[config.mk]
export PLATFORM = sky130hd
export DESIGN_NAME = wb_stage_flat
export DESIGN_NICKNAME = d
export VERILOG_FILES = /design/src/rtl/wb_stage_if.sv /design/src/rtl/wb_stage.sv /design/src/flat_wrapper.sv
export SDC_FILE = /design/constraint.sdc
export NUM_CORES = 1
export LEC_CHECK = 0
export BUFFER_PORTS_ARGS = -buffer_cell sky130_fd_sc_hd__buf_4
export CAP_MARGIN = 20
export CORE_MARGIN = 2
export CORE_UTILIZATION = 55
export CTS_BUF_LIST = sky130_fd_sc_hd__clkbuf_8 sky130_fd_sc_hd__clkbuf_16
export DETAILED_ROUTE_END_ITERATION = 10
export GPL_TIMING_DRIVEN = 0
export PLACE_DENSITY = 0.85
export RECOVER_POWER = 50
export SYNTH_ARGS = -nofsm -noshare
export SYNTH_HDL_FRONTEND = slang
export SYNTH_SLANG_ARGS = --single-unit
[constraint.sdc]
create_clock -name clock -period 11.5 [get_ports clock]
set_input_delay 1.725 -clock clock [delete_from_list [all_inputs] [get_ports clock]]
set_output_delay 1.725 -clock clock [all_outputs]
set_load 0.005 [all_outputs]
[src/rtl/wb_stage_if.sv]
// MEM->WB bundle and register-file write / forwarding bus.
// The MEM stage side is the master; wb_stage is the slave.
interface wb_stage_if #(
  parameter int XLEN  = 32,
  parameter int CNT_W = 64
);
  logic            mem_valid;
  logic            mem_flush;
  logic            mem_regwrite;
  logic [4:0]      mem_rd;
  logic [1:0]      mem_wb_sel;
  logic [2:0]      mem_funct3;
  logic [1:0]      mem_addr_lo;
  logic [XLEN-1:0] mem_alu_result;
  logic [XLEN-1:0] mem_load_data;
  logic [XLEN-1:0] mem_pc_plus4;

  logic            regwrite;
  logic [4:0]      write_reg;
  logic [XLEN-1:0] write_data;
  logic            fwd_valid;
  logic [4:0]      fwd_rd;
  logic [XLEN-1:0] fwd_data;
  logic            misalign_err;
  logic [CNT_W-1:0] instret;

  modport master (
    output mem_valid, mem_flush, mem_regwrite,
    output mem_rd, mem_wb_sel, mem_funct3,
    output mem_addr_lo, mem_alu_result,
    output mem_load_data, mem_pc_plus4,
    input  regwrite, write_reg, write_data,
    input  fwd_valid, fwd_rd, fwd_data,
    input  misalign_err, instret
  );

  modport slave (
    input  mem_valid, mem_flush, mem_regwrite,
    input  mem_rd, mem_wb_sel, mem_funct3,
    input  mem_addr_lo, mem_alu_result,
    input  mem_load_data, mem_pc_plus4,
    output regwrite, write_reg, write_data,
    output fwd_valid, fwd_rd, fwd_data,
    output misalign_err, instret
  );
endinterface

[src/rtl/wb_stage.sv]
// MEM/WB pipeline register, load extension and writeback port.
// Also counts retired instructions (illegal loads excluded).
module wb_stage #(
  parameter int XLEN  = 32,
  parameter int CNT_W = 64
) (
  input logic         clock,
  input logic         reset,
  wb_stage_if.slave   bus
);
  logic             wb_valid_q, wb_valid_d;
  logic             wb_regwrite_q;
  logic [4:0]       wb_rd_q;
  logic [1:0]       wb_sel_q;
  logic [2:0]       wb_f3_q;
  logic [1:0]       wb_lo_q;
  logic [XLEN-1:0]  wb_alu_q;
  logic [XLEN-1:0]  wb_ld_q;
  logic [XLEN-1:0]  wb_pc4_q;
  logic [CNT_W-1:0] instret_q, instret_d;

  logic             take;
  logic             is_load;
  logic             load_err;
  logic [7:0]       lane_b;
  logic [15:0]      lane_h;
  logic [XLEN-1:0]  load_val;
  logic [XLEN-1:0]  res;
  logic             rw;

  // flush beats valid; fields hold while a bubble is captured
  assign take       = bus.mem_valid & ~bus.mem_flush;
  assign wb_valid_d = take;
  assign is_load    = (wb_sel_q == 2'b01);

  always_ff @(posedge clock or posedge reset) begin
    if (reset) begin
      wb_valid_q    <= 1'b0;
      wb_regwrite_q <= 1'b0;
      wb_rd_q       <= '0;
      wb_sel_q      <= '0;
      wb_f3_q       <= '0;
      wb_lo_q       <= '0;
      wb_alu_q      <= '0;
      wb_ld_q       <= '0;
      wb_pc4_q      <= '0;
      instret_q     <= '0;
    end else begin
      wb_valid_q <= wb_valid_d;
      instret_q  <= instret_d;
      if (take) begin
        wb_regwrite_q <= bus.mem_regwrite;
        wb_rd_q       <= bus.mem_rd;
        wb_sel_q      <= bus.mem_wb_sel;
        wb_f3_q       <= bus.mem_funct3;
        wb_lo_q       <= bus.mem_addr_lo;
        wb_alu_q      <= bus.mem_alu_result;
        wb_ld_q       <= bus.mem_load_data;
        wb_pc4_q      <= bus.mem_pc_plus4;
      end
    end
  end

  always_comb begin
    lane_b = wb_ld_q[7:0];
    unique case (wb_lo_q)
      2'd0: lane_b = wb_ld_q[7:0];
      2'd1: lane_b = wb_ld_q[15:8];
      2'd2: lane_b = wb_ld_q[23:16];
      2'd3: lane_b = wb_ld_q[31:24];
    endcase
    lane_h = wb_lo_q[1] ? wb_ld_q[31:16] : wb_ld_q[15:0];
  end

  always_comb begin
    load_val = '0;
    load_err = 1'b0;
    unique case (wb_f3_q)
      3'b000: load_val = {{(XLEN-8){lane_b[7]}}, lane_b};
      3'b100: load_val = {{(XLEN-8){1'b0}}, lane_b};
      3'b001: begin
        load_val = {{(XLEN-16){lane_h[15]}}, lane_h};
        load_err = wb_lo_q[0];
      end
      3'b101: begin
        load_val = {{(XLEN-16){1'b0}}, lane_h};
        load_err = wb_lo_q[0];
      end
      3'b010: begin
        load_val = wb_ld_q;
        load_err = |wb_lo_q;
      end
      default: load_err = 1'b1;
    endcase
    if (!is_load) load_err = 1'b0;
  end

  always_comb begin
    res = '0;
    unique case (1'b1)
      (wb_sel_q == 2'b00): res = wb_alu_q;
      (wb_sel_q == 2'b01): res = load_val;
      (wb_sel_q == 2'b10): res = wb_pc4_q;
      default:             res = '0;
    endcase
  end

  assign rw = wb_valid_q & wb_regwrite_q & (|wb_rd_q)
            & (wb_sel_q != 2'b11) & ~load_err;

  // stores and branches retire too, so regwrite is not part of this
  assign instret_d = instret_q
                   + CNT_W'(wb_valid_q & ~load_err);

  assign bus.regwrite     = rw;
  assign bus.write_reg    = rw ? wb_rd_q : 5'd0;
  assign bus.write_data   = rw ? res : '0;
  assign bus.fwd_valid    = rw;
  assign bus.fwd_rd       = rw ? wb_rd_q : 5'd0;
  assign bus.fwd_data     = rw ? res : '0;
  assign bus.misalign_err = wb_valid_q & load_err;
  assign bus.instret      = instret_q;
endmodule

[src/flat_wrapper.sv]
// flat-port wrapper written by rule: the top's interface ports become plain ports
module wb_stage_flat 
#(
  parameter int XLEN  = 32,
  parameter int CNT_W = 64
)
  (clock, reset, bus_mem_valid, bus_mem_flush, bus_mem_regwrite, bus_mem_rd, bus_mem_wb_sel, bus_mem_funct3, bus_mem_addr_lo, bus_mem_alu_result, bus_mem_load_data, bus_mem_pc_plus4, bus_regwrite, bus_write_reg, bus_write_data, bus_fwd_valid, bus_fwd_rd, bus_fwd_data, bus_misalign_err, bus_instret);
  wb_stage_if #(.XLEN(XLEN), .CNT_W(CNT_W)) bus_i ();
  input logic clock;
  input logic reset;
  input wire logic [$bits(bus_i.mem_valid)-1:0] bus_mem_valid;
  input wire logic [$bits(bus_i.mem_flush)-1:0] bus_mem_flush;
  input wire logic [$bits(bus_i.mem_regwrite)-1:0] bus_mem_regwrite;
  input wire logic [$bits(bus_i.mem_rd)-1:0] bus_mem_rd;
  input wire logic [$bits(bus_i.mem_wb_sel)-1:0] bus_mem_wb_sel;
  input wire logic [$bits(bus_i.mem_funct3)-1:0] bus_mem_funct3;
  input wire logic [$bits(bus_i.mem_addr_lo)-1:0] bus_mem_addr_lo;
  input wire logic [$bits(bus_i.mem_alu_result)-1:0] bus_mem_alu_result;
  input wire logic [$bits(bus_i.mem_load_data)-1:0] bus_mem_load_data;
  input wire logic [$bits(bus_i.mem_pc_plus4)-1:0] bus_mem_pc_plus4;
  output wire logic [$bits(bus_i.regwrite)-1:0] bus_regwrite;
  output wire logic [$bits(bus_i.write_reg)-1:0] bus_write_reg;
  output wire logic [$bits(bus_i.write_data)-1:0] bus_write_data;
  output wire logic [$bits(bus_i.fwd_valid)-1:0] bus_fwd_valid;
  output wire logic [$bits(bus_i.fwd_rd)-1:0] bus_fwd_rd;
  output wire logic [$bits(bus_i.fwd_data)-1:0] bus_fwd_data;
  output wire logic [$bits(bus_i.misalign_err)-1:0] bus_misalign_err;
  output wire logic [$bits(bus_i.instret)-1:0] bus_instret;
  assign bus_i.mem_valid = bus_mem_valid;
  assign bus_i.mem_flush = bus_mem_flush;
  assign bus_i.mem_regwrite = bus_mem_regwrite;
  assign bus_i.mem_rd = bus_mem_rd;
  assign bus_i.mem_wb_sel = bus_mem_wb_sel;
  assign bus_i.mem_funct3 = bus_mem_funct3;
  assign bus_i.mem_addr_lo = bus_mem_addr_lo;
  assign bus_i.mem_alu_result = bus_mem_alu_result;
  assign bus_i.mem_load_data = bus_mem_load_data;
  assign bus_i.mem_pc_plus4 = bus_mem_pc_plus4;
  assign bus_regwrite = bus_i.regwrite;
  assign bus_write_reg = bus_i.write_reg;
  assign bus_write_data = bus_i.write_data;
  assign bus_fwd_valid = bus_i.fwd_valid;
  assign bus_fwd_rd = bus_i.fwd_rd;
  assign bus_fwd_data = bus_i.fwd_data;
  assign bus_misalign_err = bus_i.misalign_err;
  assign bus_instret = bus_i.instret;
  wb_stage #(.XLEN(XLEN), .CNT_W(CNT_W)) u_core (.clock(clock), .reset(reset), .bus(bus_i));
endmodule
==> impl_metrics.csv <==
group,metric,value,unit
yosys,yosys.cell_types.count,46,
clock_network,cts_tree,"done",
clock_network,numCtsBuffers,17,
power,p_leak,5.45,nW
hold_path,min_to,"u_core.bus.instret[63]",
yosys,synth_edf_count,0,
timing,relSlewSlack,-0.285,
floorplanning,ios,254,
clock_network,clockBufferDepth,2,
layout,num-nets-final,1132,
worst_setup_path,r2r-end,"u_core.bus.instret[56]",
layout,fin_cells,1241,
global_route,grt_max_degree,134,
power,p_int,1.19,mW
hold_path,hp-start,"u_core.bus.instret[63]",
worst_setup_path,r2r_setup_slack,8130,ps
clock_network,h-tree-depth,4,
floorplanning,fp.dieH,129,µm
routing,wl_per_cell,19.5,µm
clock_network,clock-sinks,174,
timing,slew_viol_final,42,
clock_network,cts_resized,0,
worst_setup_path,reg2regPathDepth,10,
run_status,violations,"capacitance limit, slew limit",
yosys,syn-num-nets,859,
timing,fmax,207,MHz
routing,vias,6970,
yosys,ys_seq_area_frac,0.504,
floorplanning,die_w,129,µm
power,cellPowerDensity,143,nW/µm²
global_route,grt_antenna_before_repair,0,
layout,drive_above_1_share,0.442,
timing,min_period,4820,ps
global_route,track_usage,0.295,
clock_network,postCtsSetupRepairBufs,0,
yosys,ys_ff_latch,174,
place,gp_congestion,0.905,
yosys,synthesis.instances,744,
yosys,ys_async_sr_fraction,1.00,
floorplanning,initial_utilization,0.566,
worst_setup_path,r2r_start,"u_core.wb_f3_q[0]",
timing,fin_hold_ws,490,ps
power,p_sw,436,µW
global_route,grt_pass1_vias,7055,
power,swShare,0.269,
power,pwr-share-seq,0.452,
place,dp_slack,7250,ps
clock_network,clock_latency,430,ps
hold_path,min_path_type,"flip-flop to flip-flop",
floorplanning,rows,45,
timing,tightest_slew,1920,ps
clock_network,cts_hold_buf,0,
clock_network,clk_pin_slew_worst_paths,70,ps
timing,clock-skew-final,9.90,ps
global_route,gr-total-overflow,0,
global_route,grt_pass1_wl,37300,µm
routing,wl,24300,µm
timing,rsz0062_at_grt,"false",
timing,finalSetupTns,0,ps
routing,route.detailed.drc,0,
layout,areaGrowthSynthToFinish,31.9,%
routing,viasPerCell,5.62,
yosys,yosys_warnings,0,
power,peakVddDrop,0.000104,V
routing,drtPass1Iterations,5,
power,power.share.combinational,0.183,
place,placed_cells,1209,
yosys,syn_area,8630,µm²
power,totalPowerFinal,1.62,mW
worst_setup_path,end_kind,"output pin",
layout,diodes,0,
run_status,status,"finished with violations",
timing,hold_violations,0,
yosys,synth-main-ff-cell,"dfrtp_1",
clock_network,cts-root-buf,"clkbuf_16",
floorplanning,dieArea,16700,µm²
worst_setup_path,path_class,"flip-flop to output pin",
timing,fin_ws,6680,ps
routing,drt_iter0_drc,340,
timing,setup_viol,0,
worst_setup_path,cp_max_fo,10,
routing,ant_nets,0,
place,dpl.hpwl,18100,µm
job,drv_cap,1,
timing,fin_crit_sh,0.419,
hold_path,hold_depth,1,
yosys,syn_avg_cell_area,11.6,µm²
worst_setup_path,cp-startpoint,"u_core.wb_f3_q[0]",
floorplanning,coreArea,15300,µm²
place,port_buffers,253,
power,p_clk_frac,0.365,
worst_setup_path,cp.arrival,3090,ps
worst_setup_path,startpoint_type,"flip-flop",
worst_setup_path,critPathRequiredTime,9780,ps
==> worst max path at each step <==
stage	endpoint	slack, ps
final	bus_write_data[19]	6680
after floorplan	u_core.bus.instret[0]	5060
after global routing	bus_write_data[19]	6520
after detailed placement	bus_write_data[6]	7250
after CTS	bus_write_data[6]	6790
after global placement	u_core.wb_pc4_q[1]	3140
==> synthesized netlist by cell type (11+ instances only) <==
library cell / n / area [µm²]
inv_1: 13 / 48.8
buf_4: 39 / 293
a21oi_1: 34 / 170
mux2i_1: 33 / 330
dfrtp_1: 174 / 4350
nand3_1: 21 / 105
nor3_1: 24 / 120
mux2_2: 108 / 1220
clkbuf_1: 19 / 71.3
nor2_1: 66 / 248
xnor2_1: 28 / 245
nor4_1: 11 / 68.8
nand4_1: 18 / 113
nand2_1: 35 / 131
xor2_1: 34 / 298
==> metal layers <==
| layer | vias to the layer above | routed length, µm | track usage |
|---|---|---|---|
| met5 | - | 0 | 0 |
| met4 | 0 | 869 | 0.118 |
| met3 | 69 | 2310 | 0.100 |
| met2 | 324 | 12000 | 0.501 |
| met1 | 3420 | 9120 | 0.347 |
| li1 | 3157 | - | - |
==> worst max-delay path: stages (launching register included) <==
cell,delay [ps]
dfrtp_1,360
clkbuf_1,200
nor4_1,390
o31a_1,300
o2111ai_2,350
clkbuf_1,350
a21oi_1,430
buf_4,190
buf_4,100
==> metrics by stage <==
step | instance area [µm²] | utilization
6_report | 11400 | 0.746
3_5_place_dp | 10800 | 0.710
2_1_floorplan | 8630 | -
3_3_place_gp | 10800 | 0.708
5_1_grt | 11400 | 0.746
4_1_cts | 11400 | 0.750
==> logic make-up (layout without fill, tap and decap cells) <==
family,Yosys count,after routing,share of synthesized area
adder cells (fa/ha/maj),2,2,0.00290
buffers and inverters,86,372,0.0565
AND/OR/NAND/NOR,206,206,0.123
flip-flops,174,174,0.504
AO/OA/AOI/OAI,65,65,0.0507
XOR/XNOR,62,62,0.0629
multiplexers,149,149,0.200
==> state kept, by name, summed over array words and instances (netlist names) <==
| register | count |
|---|---|
| u_core.bus.instret | 64 |
| u_core.wb_valid_q | 1 |
| u_core.wb_regwrite_q | 1 |
| u_core.wb_alu_q | 32 |
| u_core.wb_ld_q | 32 |
| u_core.wb_pc4_q | 32 |
| u_core.wb_rd_q | 5 |
| u_core.wb_f3_q | 3 |
| u_core.wb_lo_q | 2 |
| u_core.wb_sel_q | 2 |
==> cell type report <==
class	count	area (µm²)
clock buffer	18	439
tap	211	264
fill	1088	3870
multi-input combinational	484	3770
sequential	174	4350
buffer	72	434
inverter	14	53.8
timing repair buffer	254	1900
clock inverter	14	168
==> layout by cell type (no fill, tap or decap), types with 7 or more instances in the layout <==
cell       instances
mux2i_1           33
nand3_1           21
inv_1             13
a21o_1             8
nand4_1           19
clkbuf_4          29
clkbuf_16         17
mux2_2           108
buf_2              7
nor3_1            25
clkbuf_1          27
nand2_1           35
xor2_1            34
buf_4            257
nor2_1            66
a221oi_1           7
a221o_1            8
nor4_1            13
mux4_2             8
dfrtp_1          174
xnor2_1           28
a21oi_1           34
==> power groups by stage <==
| stage | Clock (mW) | Sequential [mW] | Combinational (mW) |
|---|---|---|---|
| floorplan | 0 | 0.726 | 0.186 |
| global placement | 0 | 0.739 | 0.287 |
| detailed placement | 0 | 0.743 | 0.296 |
| CTS | 0.600 | 0.733 | 0.300 |
| global route | 0.626 | 0.742 | 0.320 |
| finish | 0.593 | 0.735 | 0.296 |
(Power assumes the default switching activity.)
